**src/rtl/mult_pkg.sv**
```systemverilog
// Shared types and default widths for the multiplier/accumulator result path.
// Read by acc_sat_add and product_accumulator.
package mult_pkg;

    localparam int OP_W       = 32;
    localparam int PROD_W_DEF = 2 * OP_W;
    localparam int ACC_W_DEF  = 72;
    localparam int CNT_W_DEF  = 8;

    typedef enum logic [1:0] {
        IDLE  = 2'd0,
        ACCUM = 2'd1,
        HOLD  = 2'd2
    } acc_state_t;

    typedef logic [PROD_W_DEF-1:0] prod_t;
    typedef logic [ACC_W_DEF-1:0]  acc_t;

endpackage : mult_pkg

```
**src/rtl/acc_sat_add.sv**
```systemverilog
// Accumulator adder: ACC_W-bit sum of the running total and a product, with carry out.
// When PRODUCT_ACC_SATURATE_EN is defined, a carry clamps the sum to all-ones.
module acc_sat_add
    import mult_pkg::*;
#(
    parameter int ACC_W  = ACC_W_DEF,
    parameter int PROD_W = PROD_W_DEF
) (
    input  logic [ACC_W-1:0]  acc_in,
    input  logic [PROD_W-1:0] addend,
    output logic [ACC_W-1:0]  sum,
    output logic              carry
);

    logic [ACC_W:0] raw;

    always_comb begin
        raw   = {1'b0, acc_in} + (ACC_W+1)'(addend);
        carry = raw[ACC_W];
`ifdef PRODUCT_ACC_SATURATE_EN
        // Once clamped, any later add carries again, so the total stays pinned at all-ones.
        sum   = carry ? '1 : raw[ACC_W-1:0];
`else
        sum   = raw[ACC_W-1:0];
`endif
    end

endmodule : acc_sat_add

```
**src/rtl/product_accumulator.sv**
```systemverilog
// Sums a last-terminated burst of multiplier products and presents the sum, term count and overflow.
// Optional PRODUCT_ACC_SATURATE_EN (inside acc_sat_add) clamps the sum instead of wrapping.
module product_accumulator
    import mult_pkg::*;
#(
    parameter int PROD_W = PROD_W_DEF,
    parameter int ACC_W  = ACC_W_DEF,
    parameter int CNT_W  = CNT_W_DEF
) (
    input  logic              clk,
    input  logic              rst_n,
    input  logic [PROD_W-1:0] prod_in,
    input  logic              prod_valid,
    input  logic              prod_last,
    output logic              prod_ready,
    input  logic              acc_clear,
    output logic [ACC_W-1:0]  res_out,
    output logic [CNT_W-1:0]  res_count,
    output logic              res_overflow,
    output logic              res_valid,
    input  logic              res_ready,
    output logic              busy
);

    localparam logic [CNT_W-1:0] CNT_MAX = '1;

    acc_state_t       state_q, state_d;
    logic [ACC_W-1:0] acc_q, acc_d;
    logic [CNT_W-1:0] count_q, count_d;
    logic             ovf_q, ovf_d;
    logic             ready_q, ready_d;

    logic             accept;
    logic             cnt_sat;
    logic [ACC_W-1:0] add_sum;
    logic             add_carry;

    // ready is held in a flop so it reads 0 during reset and has no path from res_ready.
    assign accept  = prod_valid & ready_q;
    assign cnt_sat = (count_q == CNT_MAX);

    acc_sat_add #(
        .ACC_W  (ACC_W),
        .PROD_W (PROD_W)
    ) u_add (
        .acc_in (acc_q),
        .addend (prod_in),
        .sum    (add_sum),
        .carry  (add_carry)
    );

    // NOTE: sequential state uses non-blocking assignments only; blocking here would race with readers.
    always_ff @(posedge clk or negedge rst_n) begin
        if (!rst_n) begin
            state_q <= IDLE;
            acc_q   <= '0;
            count_q <= '0;
            ovf_q   <= 1'b0;
            ready_q <= 1'b0;
        end else begin
            state_q <= state_d;
            acc_q   <= acc_d;
            count_q <= count_d;
            ovf_q   <= ovf_d;
            ready_q <= ready_d;
        end
    end

    // NOTE: every signal gets a default at the top of the block so no path infers a latch.
    always_comb begin
        state_d = state_q;
        if (acc_clear) begin
            state_d = IDLE;
        end else begin
            case (state_q)
                IDLE:    if (accept) state_d = prod_last ? HOLD : ACCUM;
                ACCUM:   if (accept && prod_last) state_d = HOLD;
                HOLD:    if (res_ready) state_d = IDLE;
                default: state_d = IDLE;
            endcase
        end
        ready_d = (state_d != HOLD);
    end

    always_comb begin
        acc_d   = acc_q;
        count_d = count_q;
        ovf_d   = ovf_q;
        if (acc_clear || (state_q == HOLD && res_ready)) begin
            acc_d   = '0;
            count_d = '0;
            ovf_d   = 1'b0;
        end else if (accept && state_q == IDLE) begin
            acc_d   = ACC_W'(prod_in);
            count_d = CNT_W'(1);
            ovf_d   = 1'b0;
        end else if (accept && state_q == ACCUM) begin
            // A term arriving at a saturated count cannot be represented, so it flags overflow.
            acc_d   = add_sum;
            count_d = cnt_sat ? count_q : count_q + CNT_W'(1);
            ovf_d   = ovf_q | add_carry | cnt_sat;
        end
    end

    always_comb begin
        prod_ready   = ready_q;
        res_valid    = (state_q == HOLD);
        busy         = (state_q != IDLE);
        res_out      = acc_q;
        res_count    = count_q;
        res_overflow = ovf_q;
    end

endmodule : product_accumulator

```
**config.mk**
```make
export PLATFORM = sky130hd
export DESIGN_NAME = product_accumulator
export DESIGN_NICKNAME = d
export VERILOG_FILES = /design/src/rtl/mult_pkg.sv /design/src/rtl/acc_sat_add.sv /design/src/rtl/product_accumulator.sv
export SDC_FILE = /design/constraint.sdc
export NUM_CORES = 1
export LEC_CHECK = 0
export CAP_MARGIN = 20
export CORE_UTILIZATION = 42
export CTS_CLUSTER_DIAMETER = 80
export DETAILED_ROUTE_END_ITERATION = 12
export PLACE_DENSITY_LB_ADDON = 0.08
export SYNTH_ARGS = -nofsm -noshare
export SYNTH_HDL_FRONTEND = slang
export SYNTH_SLANG_ARGS = --single-unit
```
**constraint.sdc**
```tcl
create_clock -name clk -period 3.92 [get_ports clk]
set_input_delay 0.98 -clock clk [delete_from_list [all_inputs] [get_ports clk]]
set_output_delay 0.98 -clock clk [all_outputs]
set_load 0.005 [all_outputs]
```
==> results.yml <==
power:
  power.total_mw: 3.531
  comb_power_share: 0.458
  p_leak_nw: 4.935
  peakVddDrop_mv: 0.2466
  powerDensity_nw_per_um2: 321.4
  p_int_mw: 2.196
  sequentialPowerShare: 0.287
  p_clk_frac: 0.256
  p_sw_mw: 1.335
  switching_share: 0.3782
critical_path:
  endpoint: "res_out[60]"
  crit_path_start: "prod_in[30]"
  critical_path_class: "in2reg"
  arrival_ns: 4.00
  required_ns: 4.18
  reg2reg_slack_ns: 0.87
  crit_path_max_fanout: 5
  r2r_end: "res_out[70]"
  cp-end-kind: "register"
  r2r_start: "res_out[35]"
  r2r_cells: 12
  critPathLaunchType: "primary input"
worst_hold_path:
  hp-class: "reg2reg"
clock_network:
  htreeDepth: 3
  cts_tree: "built"
  clock_sinks: 84
  holdBufCountCts: 0
  clk_latency_ns: 0.37
  clk_pin_slew_worst_paths_ns: 0.08
  cts_root_buf: "clkbuf_16"
  cts_buffers: 9
  clockBufferDepth: 2
sta:
  period_share: 0.9553
  hold_viol_final: 0
  layout_min_cycle_time_ns: 3.745
  setup_ws_ns: 0.1751
  maxSlewViolCount: 0
  slew_headroom: 0.3811
  fin_skew_ns: 0.01452
  finalSetupViolations: 0
  fmax_ghz: 0.2670
  worst_pin_slew_ns: 0.9283
place:
  hpwlAfterDp_um: 18970
  port_buffers: 153
  dp_slack_ns: -0.3177
  gp_congestion: 0.9139
final_layout:
  area_growth_syn_to_layout_pct: 37.71
  final_common_cell: "clkdlybuf4s50_1"
  drive_gt1_frac: 0.1617
  final_cell_mix: "clkdlybuf4s50_1, buf_4, a21oi_1, nor2_1, dfrtp_1"
  nets: 1368
synth:
  synth_compound_area_frac: 0.2925
  syn-num-nets: 1121
  synth_top_family_by_area: "compound AO/OA/AOI/OAI gates"
  synth_top_flop_cell: "dfrtp_1"
  syn_inst: 985
  ys_seq_area_frac: 0.2634
  synthXorXnorAreaFrac: 0.07245
  synth-edff-count: 0
  yosys.area_share.simple: 0.1705
  synth.distinct_cells: 68
  syn_avg_cell_area_um2: 8.100
  synthMuxAreaShare: 0.05410
  synth_fa_ha_area_frac: 0.1044
  postSynth.asyncResetShare: 1.000
  synth_area_um2: 7979
  yosys_warnings: 0
  synth_seq_cells: 84
die:
  placementRows: 50
  core_area_um2: 18640
  start_util: 0.4280
  die-area_um2: 19550
  die_w_um: 139.8
  die_y_um: 139.8
  num_io_pins: 154
routing:
  drcViolationCount: 0
  routed_wl_um: 25110
  drt_iter0_drc: 374
  first_pass_iters: 5
  wire_per_inst_um: 17.04
  viasPerCell: 5.638
  vias: 8305
  antenna_left: 0
global_route:
  antenna_found_initial: 2
  grt_pass1_wl_um: 41320
  grt_use_total: 0.2638
  grt_pass1_vias: 8077
  overflow: 0
  grt_max_degree: 64
run:
  cap_violations: 0
outcome:
  outcome: "finished clean"
-- worst min-delay path by stage --
stage | from | end | slack [ns] | cells after the start
after floorplan | state_q[1] | state_q[0] | 0.49 | 1
after global placement | res_overflow | res_overflow | 0.51 | 2
after detailed placement | res_overflow | res_overflow | 0.51 | 2
after CTS | res_overflow | res_overflow | 0.53 | 2
after global routing | res_overflow | res_overflow | 0.58 | 2
final | res_overflow | res_overflow | 0.54 | 2
-- per-layer routing --
| layer | track usage | up-vias | wire (µm) |
|---|---|---|---|
| met5 | 0 | - | 0 |
| met4 | 0.08271 | 0 | 515 |
| met3 | 0.03441 | 36 | 1036 |
| met2 | 0.4347 | 197 | 11570 |
| met1 | 0.3573 | 3924 | 11980 |
| li1 | - | 4148 | - |
-- power groups by stage --
stage	registers, mW	clock network (mW)	logic, mW
2_1_floorplan	1.01	0	0.912
3_3_place_gp	1.03	0	1.58
3_5_place_dp	1.03	0	1.59
4_1_cts	1.01	0.926	1.60
5_1_grt	1.02	0.958	1.78
6_report	1.01	0.902	1.62
-- layout make-up --
cell class | count | area [µm²]
diodes | 2 | 5.005
well taps | 234 | 292.8
flip-flops and latches | 84 | 2106
multi-input cells | 816 | 5595
inverters | 28 | 105.1
clock buffers | 9 | 225.2
repair buffers | 293 | 2580
fillers | 1746 | 7655
clock inverters | 7 | 78.83
-- cells by family after synthesis --
logic type | count (synthesis)
AND/OR/NAND/NOR | 288
buffers and inverters | 85
AO/OA/AOI/OAI | 353
multiplexers | 43
adder cells (fa/ha/maj) | 66
flip-flops | 84
XOR/XNOR | 66
-- cell usage after synthesis, types with 20 or more instances --
library cell  instances  share of area
dfrtp_1              84           0.26
mux2i_1              42          0.053
nor2_1              103          0.048
xnor2_1              39          0.043
ha_1                 65           0.10
a211oi_1             41          0.039
nand4_1              28          0.022
inv_1                28          0.013
a21oi_1             109          0.068
o21ai_0              57          0.036
a21o_1               41          0.039
clkbuf_1             38          0.018
nand2_1              72          0.034
xor2_1               27          0.030
nor3_1               20          0.013
-- critical path: stages --
cell,delay [ns]
clkdlybuf4s50_1,0.48
ha_1,0.37
buf_4,0.17
nand2_1,0.08
o21ai_0,0.08
a221oi_1,0.32
o31ai_1,0.18
a211oi_2,0.22
o31ai_2,0.10
buf_4,0.16
a2111oi_2,0.34
o21ai_1,0.12
and3b_1,0.17
o221a_1,0.22
-- stage by stage --
step | instances | TNS [ns] | utilization | hold WS [ns] | instance area [µm²]
after CTS | 1470 | 0 | 0.5862 | 0.5303 | 10930
after global routing | 1473 | -0.03533 | 0.5894 | 0.5807 | 10990
after global placement | 1454 | -4.009 | 0.5699 | 0.5098 | 10630
final | 1473 | 0 | 0.5894 | 0.5412 | 10990
after floorplan | 985 | 0 | - | 0.4926 | 7979
after detailed placement | 1454 | -5.717 | 0.5699 | 0.5115 | 10630
-- state kept, by name, indices dropped and copies added, names as in the netlist --
signal	count
res_out	72
res_count	8
state_q	2
prod_ready	1
res_overflow	1
-- repair_timing --
action / CTS / global route
setup buffers: 0 / 1
resized for setup: 0 / 13
endpoints found under the setup margin: 0 / 25
(Power assumes the default switching activity.)
